### config.mk
export PLATFORM = sky130hd
export DESIGN_NAME = alu_sequencer
export DESIGN_NICKNAME = d
export VERILOG_FILES = /design/src/rtl/alu_sequencer.sv
export SDC_FILE = /design/constraint.sdc
export NUM_CORES = 1
export LEC_CHECK = 0
export BUFFER_PORTS_ARGS = -buffer_cell sky130_fd_sc_hd__buf_2
export CAP_MARGIN = 20
export CELL_PAD_IN_SITES_DETAIL_PLACEMENT = 1
export CELL_PAD_IN_SITES_GLOBAL_PLACEMENT = 1
export CORE_ASPECT_RATIO = 1.5
export CORE_MARGIN = 5
export CORE_UTILIZATION = 37
export CTS_CLUSTER_SIZE = 10
export DETAILED_ROUTE_END_ITERATION = 8
export GPL_TIMING_DRIVEN = 0
export PLACE_DENSITY = 0.85
export SLEW_MARGIN = 10
export SYNTH_ARGS = -nofsm -noshare
export SYNTH_HDL_FRONTEND = slang
export SYNTH_SLANG_ARGS = --single-unit
### constraint.sdc
create_clock -name clk -period 1.8 [get_ports clk]
set_input_delay 0.09 -clock clk [delete_from_list [all_inputs] [get_ports clk]]
set_output_delay 0.09 -clock clk [all_outputs]
set_load 0.1 [all_outputs]
### src/rtl/alu_sequencer.sv
// alu_sequencer: four-state micro-sequencer that turns one opcode into
// register-load / bus-enable strobes for an A/B accumulator datapath.
// Ports: clk, rst (async, active high), start, opcode[OPW-1:0], cf_in, zf_in
//   -> nLa, nLb (active low), Ea, Eu, sub, busy, done, illegal, cf_q, zf_q,
//      op_count[7:0] (completed instructions, wraps).
module alu_sequencer #(
  parameter int OPW = 3
) (
  input  logic           clk,
  input  logic           rst,
  input  logic           start,
  input  logic [OPW-1:0] opcode,
  input  logic           cf_in,
  input  logic           zf_in,
  output logic           nLa,
  output logic           nLb,
  output logic           Ea,
  output logic           Eu,
  output logic           sub,
  output logic           busy,
  output logic           done,
  output logic           illegal,
  output logic           cf_q,
  output logic           zf_q,
  output logic [7:0]     op_count
);

  localparam logic [OPW-1:0] OP_NOP = OPW'(0);
  localparam logic [OPW-1:0] OP_LDA = OPW'(1);
  localparam logic [OPW-1:0] OP_LDB = OPW'(2);
  localparam logic [OPW-1:0] OP_ADD = OPW'(3);
  localparam logic [OPW-1:0] OP_SUB = OPW'(4);
  localparam logic [OPW-1:0] OP_OUT = OPW'(5);

  typedef enum logic [1:0] {
    IDLE   = 2'd0,
    DECODE = 2'd1,
    EXEC   = 2'd2,
    DONE   = 2'd3
  } state_t;

  state_t         state_q, state_d;
  logic [OPW-1:0] opc_q, opc_d;
  logic           illegal_q, illegal_d;
  logic           cf_d, zf_d;
  logic [7:0]     op_count_q, op_count_d;
  logic           is_arith;

  // State register
  always_ff @(posedge clk or posedge rst) begin
    if (rst) begin
      state_q    <= IDLE;
      opc_q      <= '0;
      illegal_q  <= 1'b0;
      cf_q       <= 1'b0;
      zf_q       <= 1'b0;
      op_count_q <= 8'd0;
    end else begin
      state_q    <= state_d;
      opc_q      <= opc_d;
      illegal_q  <= illegal_d;
      cf_q       <= cf_d;
      zf_q       <= zf_d;
      op_count_q <= op_count_d;
    end
  end

  assign is_arith = (opc_q == OP_ADD) || (opc_q == OP_SUB);

  // Next-state and datapath-side bookkeeping
  always_comb begin
    state_d    = state_q;
    opc_d      = opc_q;
    illegal_d  = illegal_q;
    cf_d       = cf_q;
    zf_d       = zf_q;
    op_count_d = op_count_q;
    case (state_q)
      IDLE: begin
        if (start) begin
          opc_d   = opcode;
          state_d = DECODE;
        end
      end
      DECODE: begin
        // 110/111 both have the MSB pair set
        if (opc_q[OPW-1] && opc_q[OPW-2])
          illegal_d = 1'b1;
        state_d = EXEC;
      end
      EXEC: begin
        if (is_arith) begin
          cf_d = cf_in;
          zf_d = zf_in;
        end
        state_d = DONE;
      end
      DONE: begin
        op_count_d = op_count_q + 8'd1;
        state_d    = IDLE;
      end
      default: state_d = IDLE;
    endcase
  end

  // Strobes decode only registered state, so reset clears them at once
  always_comb begin
    nLa = 1'b1;
    nLb = 1'b1;
    Ea  = 1'b0;
    Eu  = 1'b0;
    sub = 1'b0;
    if (state_q == EXEC) begin
      case (opc_q)
        OP_LDA: nLa = 1'b0;
        OP_LDB: nLb = 1'b0;
        OP_ADD: begin
          Eu  = 1'b1;
          nLa = 1'b0;
        end
        OP_SUB: begin
          Eu  = 1'b1;
          nLa = 1'b0;
          sub = 1'b1;
        end
        OP_OUT: Ea = 1'b1;
        OP_NOP: ;
        default: ;
      endcase
    end
  end

  assign busy     = (state_q != IDLE);
  assign done     = (state_q == DONE);
  assign illegal  = illegal_q;
  assign op_count = op_count_q;

endmodule

==> impl_summary.md, run 1 <==
Logic synthesis
In this run the cell area of the synthesized design comes to 807.0 µm². The fraction of the mapped netlist area in compound gates is 4.186%. The post-synthesis share of cell area spent on full adders, half adders and majority gates is 9.302%. The number of synthesized register bits is 16. The post-synthesis cell count is 65. Of the post-synthesis cell area, the part taken by muxes is 11.94%. The count of flip-flops with a built-in enable after synthesis is 0.

The number of different library cells used by synthesis comes to 21. After synthesis, the share of flip-flops with an asynchronous set or reset is 100.0%. The most common flop cell mapped by yosys is dfrtp_1. The simple-gate area share of the yosys netlist is 15.50%.

Summing the areas of all xor and xnor instances in the mapped netlist gives 7.597% of the synthesized area. The share of the Yosys chip area taken by registers is 49.61%. The number of warnings reported in the yosys synthesis log is 0. The average instance in the mapped netlist occupies 12.42 µm². After synthesis, the largest family of logic cells by area is simple AND/OR/NAND/NOR gates. The number of nets in the synthesized netlist is 79.

Layout
In the layout the commonest cells are buf_2, dfrtp_1, nand2_1. Cells fill 50.06% of the core in the end. The fraction of layout cells with a size suffix above 1 is 51.06%. After filler insertion, the fill cell instance count of the layout stands at 238.

The net count reported at finish is 110. The area growth from synthesis to layout is 27.29%. The antenna diode count is 0.

The commonest non-fill, non-tap cell in the layout is buf_2. Once layout is complete, the cells apart from fillers number 116.

Floorplanning
The initial utilization of the core area, before any placement, comes to 39.33%. The die is 67.20 µm tall. The row count is 20. The region available for standard cell placement spans 0.002052 mm². The floorplan step defined a die boundary enclosing 0.003234 mm². The die is 48.13 µm wide. In this run the count of I/O pins placed on the die edge is 26.

Critical path
Data arrives at the worst endpoint at 1.62 ns. The setup slack of the most critical reg-to-reg path is 0.33 ns. The maximum net fanout on the critical path is 4. At the worst endpoint, the required time is 1.71 ns. STA classifies the critical path startpoint as a flip-flop. The kind of critical path is reg2out. The element type at the critical path end is an output port.

STA
The final worst slack is 0.09291 ns. Setup repair after global routing left no endpoint under its margin. The fmax is 585.8 MHz. The remaining max-slew budget at the tightest pin is 61.23%. Setup violations remaining at the end of the flow were counted as 0.

The actual slew at the worst max-slew pin is 0.5809 ns. Counting I/O delays and the setup requirement, the final critical path takes 1.707 ns. After layout, the worst path uses 94.84% of the clock period.

The aggregate negative setup slack is 0 ns. The final hold violation count came to 0. The number of slew-limit violations in the final report was 0. The final worst clock skew is 0.003148 ns.

Clocking
Counting every sink on the clock net gives 16. The later-pin clock latency in the skew report is 0.28 ns. The clock transition at the registers of the reported paths is 0.08 ns. The cell sitting at the root of the clock tree is a clkbuf_4. TritonCTS built the clock tree. Counting the buffers created by CTS gives 3. The number of H-tree levels is 1.

The largest buffer count on any clock path is 2. The post-CTS setup repair buffer count is 0.

Route
The via count is 578. The routed wirelength normalized by instance count is 13.78 µm. After detailed routing, the number of remaining DRC violations is 0. Before antenna repair, the detailed router went through 4 iterations. Dividing the detail-routed via count by the number of cells gives 4.983.

Once detail routing completed, the nets flagged for antenna violations numbered 0. The detailed router finished its first iteration with 10 violations. The total wire length is 1598 µm.

GRT
Entering global routing, the biggest net connects 17 pins. The number of global-route vias before repair is 626. The first global-routing pass estimated 2663 µm of wire.

The overall overflow remaining after global route is 0. The number of antenna violations at the first check in global routing was 0. The total routing usage reported by global routing is 11.93%.

Placed design
The final weighted congestion of routability-driven global placement is 0.6931. In this run, placement finished with an instance count of 112. The worst setup timing slack at the placement stage is 0.2500 ns.

Summed over all nets, the half-perimeter wirelength after detailed placement is 1345 µm. The number of port buffers is 25.

Outcome
The run finished with clean final reports.

Flow run
The count of maximum capacitance violations is 0.

Worst hold path
The worst min-delay path class is in2reg.
## final timing paths
kind                                         startpoint                 endpoint  depth (start not counted)
worst max-delay path             state_q[0]$_DFFE_PP0P_                       Eu                          5
worst min-delay path                          opcode[1]     opc_q[1]$_DFFE_PP0P_                          2
worst max register to register   state_q[1]$_DFFE_PP0P_   state_q[1]$_DFFE_PP0P_                          4
worst min register to register  op_count[7]$_DFFE_PP0P_  op_count[7]$_DFFE_PP0P_                          1
max in group asynchronous                           rst      illegal$_DFFE_PP0P_                          3
min in group asynchronous                           rst     opc_q[1]$_DFFE_PP0P_                          3
## what timing repair did
action                                  4_1_cts  5_1_grt
hold buffers                                  1        0
gates resized for setup                       1        0
endpoints found under the hold margin        16        0
endpoints found under the setup margin        1        0
## metal layers
metal  wire (µm)  global-route usage (%)  part of all wire (%)  vias up
li1            -                       -                     -      275
met3         136                   3.467                   8.5        2
met2         872                   20.03                    55       23
met4          16                   6.061                   1.0        0
met5           0                       0                     0        -
met1         573                   12.98                    36      278
## stage by stage
step	instance area [µm²]	hold slack (ns)
2_1_floorplan	839.6	0.003739
3_3_place_gp	992.2	0.1867
3_5_place_dp	992.2	0.1898
4_1_cts	1027	0.02829
5_1_grt	1027	0.02622
6_report	1027	0.04083
## synth_stat cells (all sizes together) (2+ instances only)
master  number  area, µm²
xor2         4      35.03
xnor2        3      26.28
nand2        7      26.28
ha           6      75.07
nor2         4      15.01
mux2         7      86.33
nand4        3      25.02
nand2b       3      31.28
inv          4      15.01
nor3         2      15.01
dfrtp       16      400.4
## critical path: stages (launching register included)
cell     delay [ns]
dfrtp_1        0.42
inv_2          0.11
ha_4           0.18
nand2_4        0.07
o22ai_4        0.22
buf_4          0.33
## state kept, by name, indices dropped and copies added, names as in the netlist
name and flops:
op_count 8, opc_q 3, state_q 2, cf_q 1, illegal 1, zf_q 1
## area by class of cell
| cell class | count | area (µm²) | area share [%] |
|---|---|---|---|
| sequential | 16 | 400.4 | 38.98 |
| clock buffer | 3 | 22.52 | 2.192 |
| multi-input combinational | 45 | 424.2 | 41.29 |
| timing repair buffer | 26 | 137.6 | 13.40 |
| tap | 22 | 27.53 | 2.680 |
| inverter | 4 | 15.01 | 1.462 |
## cells by family after synthesis
| family | count (synthesis) |
|---|---|
| adders and majority gates | 6 |
| xor gates and xnor gates | 7 |
| DFF | 16 |
| and+or+nand+nor | 21 |
| buffers and inverters | 4 |
| muxes | 8 |
| AOI/OAI and AO/OA | 3 |
Power of run 1 is left out: the tool's default activity adds up to more than one toggle a clock period on the data nets, which glitch-free logic cannot reach.
==> run 2, diff against run 1 <==
- PLACE_DENSITY: 0.85 -> unset
- PLACE_DENSITY_LB_ADDON: unset -> 0.1
- clock period: 1.8 -> 1.6 ns (I/O delays scaled with it)
==> run 2 against run 1 <==
Wire length rose by 4.6%. Clock skew rose by 0.0016 ns. Non-clock buffer count grew 3. Largest cell class unchanged. Critical path depth stayed put. Register-to-register slack got worse by 0.25 ns. Sequential cell count did not move. Cell count increased by 3.4%. Die area stayed put. Via count increased by 1.0%.
==> impl_summary.md, run 2 (synthesized netlist as in run 1, its figures left out) <==
Outcome
Result of the run: complete, no violations (unchanged).

Clocking
The number of H-tree levels came to 1 (unchanged). The clock tree root driver cell was clkbuf_4 (unchanged). The TritonCTS buffer count is 3 (unchanged).

The later-pin clock latency in the skew report is 0.29 ns (was 0.28 ns). The count of clock tree sinks came to 16 (unchanged). The clock transition at the registers of the reported paths is 0.10 ns (was 0.08 ns).

The clock tree from TritonCTS is yes (unchanged). The largest buffer count on any clock path is 2 (unchanged).

GRT
The largest net degree at the start of global routing is 17 (unchanged). The global-route layer with the greatest usage is met2 (unchanged). The total routing usage reported by global routing is 11.95% (was 11.93%). The global routing usage on met2 is 21.52% (was 20.03%). The number of global-route vias before repair is 627 (was 626). The met1 usage in global routing was 12.19% (was 12.98%). The number of antenna violations at the first check in global routing came to 0 (unchanged).

The global routing met3 resource utilization came to 3.200% (was 3.467%). The overall overflow remaining after global route was 0 (unchanged). The wire length of the first global-routing pass was 2684 µm (was 2663 µm).

STA
The number of setup violations in the final report is 0 (unchanged). Unrepaired setup endpoints after global routing: true (was false). The actual slew at the worst max-slew pin is 0.6032 ns (was 0.5809 ns). The remaining max-slew budget at the tightest pin is 59.74% (was 61.23%).

The final hold violation count is 0 (unchanged). Subtracting the final worst setup slack from the clock period gives 1.546 ns. The final cycle utilization of the critical path is 96.62%. The number of slew-limit violations in the final report is 0 (unchanged). The final worst clock skew is 0.004764 ns (was 0.003148 ns). The fmax is 646.9 MHz.

Critical path
The maximum net fanout on the critical path is 4 (unchanged). The reg-to-reg critical path endpoint is cf_q$_DFFE_PP0P_ (was state_q[1]$_DFFE_PP0P_). The start of the worst register-to-register path is state_q[0]$_DFFE_PP0P_ (was state_q[1]$_DFFE_PP0P_). The kind of critical path was reg2out (unchanged).

The setup slack of the most critical reg-to-reg path is 0.08 ns (was 0.33 ns). The arrival time at the worst endpoint is 1.47 ns (was 1.62 ns). The required arrival time at the worst endpoint is 1.52 ns (was 1.71 ns). The category of the worst setup path launch point is a flip-flop (unchanged). The depth of the worst register-to-register path is 6 (was 4). The element type at the critical path end is an output port (unchanged).

Flow run
The count of maximum capacitance violations is 0 (unchanged).

Route
The routed wirelength normalized by instance count is 13.93 µm (was 13.78 µm). The total wire length is 1671 µm (was 1598 µm). The via count came to 584 (was 578). The remaining routing DRC violations is 0 (unchanged). The number of nets still failing antenna checks after routing is 0 (unchanged).

The total iterations of the first detailed-routing run is 1 (was 4). The number of violations reported at the end of detailed-routing iteration 0 is 0 (was 10). The via density per instance came to 4.867 (was 4.983).

Placed design
The final weighted congestion of routability-driven global placement came to 0.6686 (was 0.6931). The cell total after placement is 112 (unchanged). The detailed-placement wirelength estimate is 1330 µm (was 1345 µm). The number of port buffers came to 25 (unchanged).

Layout
The area growth from synthesis to layout came to 36.12% (was 27.29%). Leading cell types in the layout, fill and taps excluded: buf_2, dfrtp_1, buf_4 (was buf_2, dfrtp_1, nand2_1). The net count reported at finish is 113 (was 110).

The commonest non-fill, non-tap cell in the layout is buf_2 (unchanged). The flip-flop count of the largest register, all copies and words added is 8 (unchanged). The fraction of layout cells with a size suffix above 1 is 56.12% (was 51.06%).

The number of non-filler instances in the completed layout is 120 (was 116). The antenna diode count was 0 (unchanged).

Floorplanning
The row count is 20 (unchanged). The height of the die is 67.20 µm (unchanged). The floorplan die area is 0.003234 mm² (unchanged). The area inside the core boundary is 0.002052 mm² (unchanged). The overall die width is 48.13 µm (unchanged).

The effective utilization at floorplan is 39.33% (unchanged). The number of top-level pins came to 26 (unchanged).

Worst hold path
The worst min-delay path class is in2reg (unchanged). The terminating pin of the worst hold path was cf_q$_DFFE_PP0P_ (was opc_q[1]$_DFFE_PP0P_). The worst hold path startpoint is cf_in (was opcode[1]). The instance count along the most critical hold path is 2 (unchanged).
## run 2: cell types whose count changed in the layout (fill, tap and decap cells not counted)
| cell | previous run | this run |
|---|---|---|
| buf_2 | 24 | 18 |
| buf_12 | 0 | 1 |
| dfrtp_1 | 16 | 13 |
| dfrtp_2 | 0 | 3 |
| buf_6 | 0 | 1 |
| clkbuf_8 | 0 | 1 |
| buf_4 | 1 | 8 |
## run 2: layout make-up
class / instances / area, µm²
clock buffer: 4 / 36.28
fill: 234 / 953.4
inverter: 4 / 15.01
multi-input combinational: 45 / 424.2
sequential: 16 / 404.1
tap: 22 / 27.53
timing repair buffer: 29 / 191.4
## run 2: worst max path at each step
stage / startpoint / endpoint / slack [ns] / cells after the start
floorplan: state_q[0]$_DFFE_PP0P_ / cf_q$_DFFE_PP0P_ / -0.21 / 5
global placement: state_q[0]$_DFFE_PP0P_ / Eu / 0.09 / 5
detailed placement: state_q[0]$_DFFE_PP0P_ / Eu / 0.07 / 5
CTS: state_q[0]$_DFFE_PP0P_ / Eu / -0.02 / 5
global route: state_q[0]$_DFFE_PP0P_ / Eu / -0.02 / 5
finish: state_q[0]$_DFFE_PP0P_ / nLb / 0.05 / 5
## run 2: worst max-delay path, cell delays in order (launching register included)
cell and delay, ns:
dfrtp_1 0.41, inv_2 0.10, ha_4 0.18, nand2b_4 0.08, or2_1 0.22, buf_6 0.19
## run 2: metal layers
| metal | routed length (µm) | part of all wire [%] |
|---|---|---|
| met3 | 121 | 7.2 |
| met1 | 590 | 35 |
| met4 | 31 | 1.9 |
| met5 | 0 | 0 |
| met2 | 928 | 56 |
## run 2: what timing repair did
action                                  CTS  global route
buffers inserted                          0             3
hold endpoints to repair                 16             0
resized for setup                        11             0
hold buffers                              1             0
endpoints found under the setup margin    7             3
pin swaps                                 1             1
## run 2: through the flow
stage          area [µm²]  utilization, %  hold WS (ns)  setup WS (ns)  setup TNS (ns)
6_report             1099           53.54       0.02143        0.05408               0
5_1_grt              1099           53.54      0.001515       -0.02081        -0.04109
4_1_cts              1076           52.44       0.01349       -0.01760        -0.01760
3_5_place_dp        996.0           48.54        0.1878        0.07418               0
3_3_place_gp        996.0           48.54        0.1801        0.09404               0
2_1_floorplan       843.3               -     -0.006463        -0.2102         -0.4658
Power of run 2 is left out for the same reason.
==> run 3, diff against run 2 <==
- BUFFER_PORTS_ARGS: -buffer_cell sky130_fd_sc_hd__buf_2 -> -buffer_cell sky130_fd_sc_hd__buf_4
==> run 3 against run 2 <==
Sequential cell count is the same. Clock skew shrank 0.00073 ns. Global-route usage grew 0.16 points. Setup slack lost 0.0021 ns. Critical path depth is the same. Worst hold slack gained 0.0022 ns. Register-to-register slack is essentially flat. Die area is the same. Clock-buffer cell count is the same. Wire length shrank 3.9%. First-iteration DRC count grew 2. Cell count shrank 0.83%.
==> impl_summary.md, run 3 (synthesized netlist as in run 1, its figures left out) <==
STA
The aggregate negative setup slack is 0 ns (unchanged). The final cycle utilization of the critical path was 96.75% (was 96.62%). The fmax came to 646.0 MHz (was 646.9 MHz). The final hold slack is 0.02365 ns (was 0.02143 ns). Unrepaired setup endpoints after global routing: true (unchanged).

The remaining max-slew budget at the tightest pin is 60.97% (was 59.74%). The actual slew at the worst max-slew pin is 0.5848 ns (was 0.6032 ns). The number of slew-limit violations in the final report came to 0 (unchanged). The final hold violation count is 0 (unchanged).

The post-layout minimum cycle time is 1.548 ns (was 1.546 ns). The final worst clock skew is 0.004031 ns (was 0.004764 ns). The number of setup violations in the final report is 0 (unchanged).

Placed design
The cell area after placement is 0.001059 mm² (was 996.0 µm²). The final weighted congestion of routability-driven global placement was 0.6892 (was 0.6686). The number of port buffers is 25 (unchanged). The cell total after placement is 112 (unchanged). The detailed-placement wirelength estimate is 1324 µm (was 1330 µm).

Layout
Leading cell types in the layout, fill and taps excluded: buf_4, dfrtp_1, nand2_1 (was buf_2, dfrtp_1, buf_4). The post-route cell area was 0.001145 mm² (was 0.001099 mm²). The fraction of layout cells with a size suffix above 1 came to 55.67% (was 56.12%).

The register area is 404.1 µm² (unchanged). The area growth from synthesis to layout is 41.86% (was 36.12%). The antenna diode count was 0 (unchanged). The net count reported at finish is 112 (was 113). The flip-flop count of the largest register, all copies and words added is 8 (unchanged). The area of combinational cells with multiple inputs was 429.2 µm² (was 424.2 µm²). The number of non-filler instances in the completed layout is 119 (was 120). The layout filler cell count was 221 (was 234). The commonest non-fill, non-tap cell in the layout is buf_4 (was buf_2).

GRT
The wire length of the first global-routing pass is 2787 µm (was 2684 µm). The number of global-route vias before repair came to 627 (unchanged). The total routing usage reported by global routing came to 12.10% (was 11.95%). The overall overflow remaining after global route is 0 (unchanged).

The number of antenna violations at the first check in global routing is 0 (unchanged). The largest net degree at the start of global routing came to 17 (unchanged).

Flow run
The count of maximum capacitance violations is 0 (unchanged).

Outcome
Result of the run: complete, no violations (unchanged).

Clocking
The later-pin clock latency in the skew report is 0.29 ns (about the same). The number of H-tree levels is 1 (unchanged). The count of clock tree sinks is 16 (unchanged).

The clock tree root driver cell was clkbuf_4 (unchanged). The clock transition at the registers of the reported paths is 0.09 ns (was 0.10 ns). The TritonCTS buffer count is 3 (unchanged). The largest buffer count on any clock path is 2 (unchanged).

The clock tree from TritonCTS is yes (unchanged).

Floorplanning
The row count was 20 (unchanged). The floorplan die area is 0.003234 mm² (unchanged). The effective utilization at floorplan is 39.33% (unchanged). The number of top-level pins is 26 (unchanged).

The area inside the core boundary was 0.002052 mm² (unchanged). The overall die width was 48.13 µm (unchanged). The height of the die is 67.20 µm (unchanged).

Critical path
The start of the worst register-to-register path is state_q[0]$_DFFE_PP0P_ (unchanged). The kind of critical path is reg2out (unchanged). The category of the worst setup path launch point is a flip-flop (unchanged). The element type at the critical path end is an output port (unchanged). The maximum net fanout on the critical path was 4 (unchanged). The setup slack of the most critical reg-to-reg path is 0.08 ns (about the same).

The launching instance or port of the critical path is state_q[0]$_DFFE_PP0P_ (unchanged). The arrival time at the worst endpoint was 1.47 ns (about the same). The required arrival time at the worst endpoint is 1.52 ns (about the same).

Route
The total iterations of the first detailed-routing run was 3 (was 1). The number of nets still failing antenna checks after routing is 0 (unchanged). The routed wirelength normalized by instance count came to 13.50 µm (was 13.93 µm). The via density per instance is 4.950 (was 4.867). The via count is 589 (was 584). The number of violations reported at the end of detailed-routing iteration 0 is 2 (was 0). The remaining routing DRC violations is 0 (unchanged). The total wire length came to 1606 µm (was 1671 µm).

Worst hold path
The worst min-delay path class is in2reg (unchanged). The worst hold path startpoint is opcode[0] (was cf_in).
[run 3: area by class of cell]
| cell class | instances | area share [%] |
|---|---|---|
| Clock buffer | 4 | 3.169 |
| Tap cell | 22 | 2.404 |
| Sequential cell | 16 | 35.30 |
| Multi-Input combinational cell | 45 | 37.49 |
| Inverter | 4 | 1.311 |
| Timing Repair Buffer | 28 | 20.33 |
[run 3: path summary, 6_finish.rpt]
check,to,depth (start not counted)
hold reg to reg,op_count[7]$_DFFE_PP0P_,1
max in group asynchronous,op_count[2]$_DFFE_PP0P_,3
setup reg to reg,cf_q$_DFFE_PP0P_,6
setup / recovery,nLb,5
min in group asynchronous,op_count[5]$_DFFE_PP0P_,3
hold / removal,opc_q[0]$_DFFE_PP0P_,2
[run 3: per-stage QoR]
stage | setup WS [ns] | utilization, %
detailed placement | 0.1400 | 51.59
global route | -0.03270 | 55.79
finish | 0.05198 | 55.79
CTS | 0.01647 | 55.00
global placement | 0.1520 | 51.59
floorplan | -0.2102 | -
[run 3: worst max-delay path, stage by stage, from the launching register on]
cell and delay (ns):
dfrtp_1 0.41, inv_2 0.10, ha_4 0.18, nand2b_4 0.08
or2_1 0.22, buf_6 0.19
[run 3: timing repair]
| item | in CTS | in global routing |
|---|---|---|
| buffers inserted | 1 | 1 |
| setup endpoints to repair | 2 | 4 |
| pin swaps | 1 | 0 |
| hold buffers | 1 | 0 |
| resized for setup | 4 | 2 |
| endpoints found under the hold margin | 16 | 0 |
[run 3: per-layer routing]
layer | up-vias | wire [µm] | global-route usage (%)
met4 | 0 | 17 | 4.040
met1 | 286 | 588 | 13.86
met2 | 19 | 903 | 20.86
li1 | 282 | - | -
met5 | - | 0 | 0
met3 | 2 | 96 | 3.200
Power of run 3 is left out for the same reason.
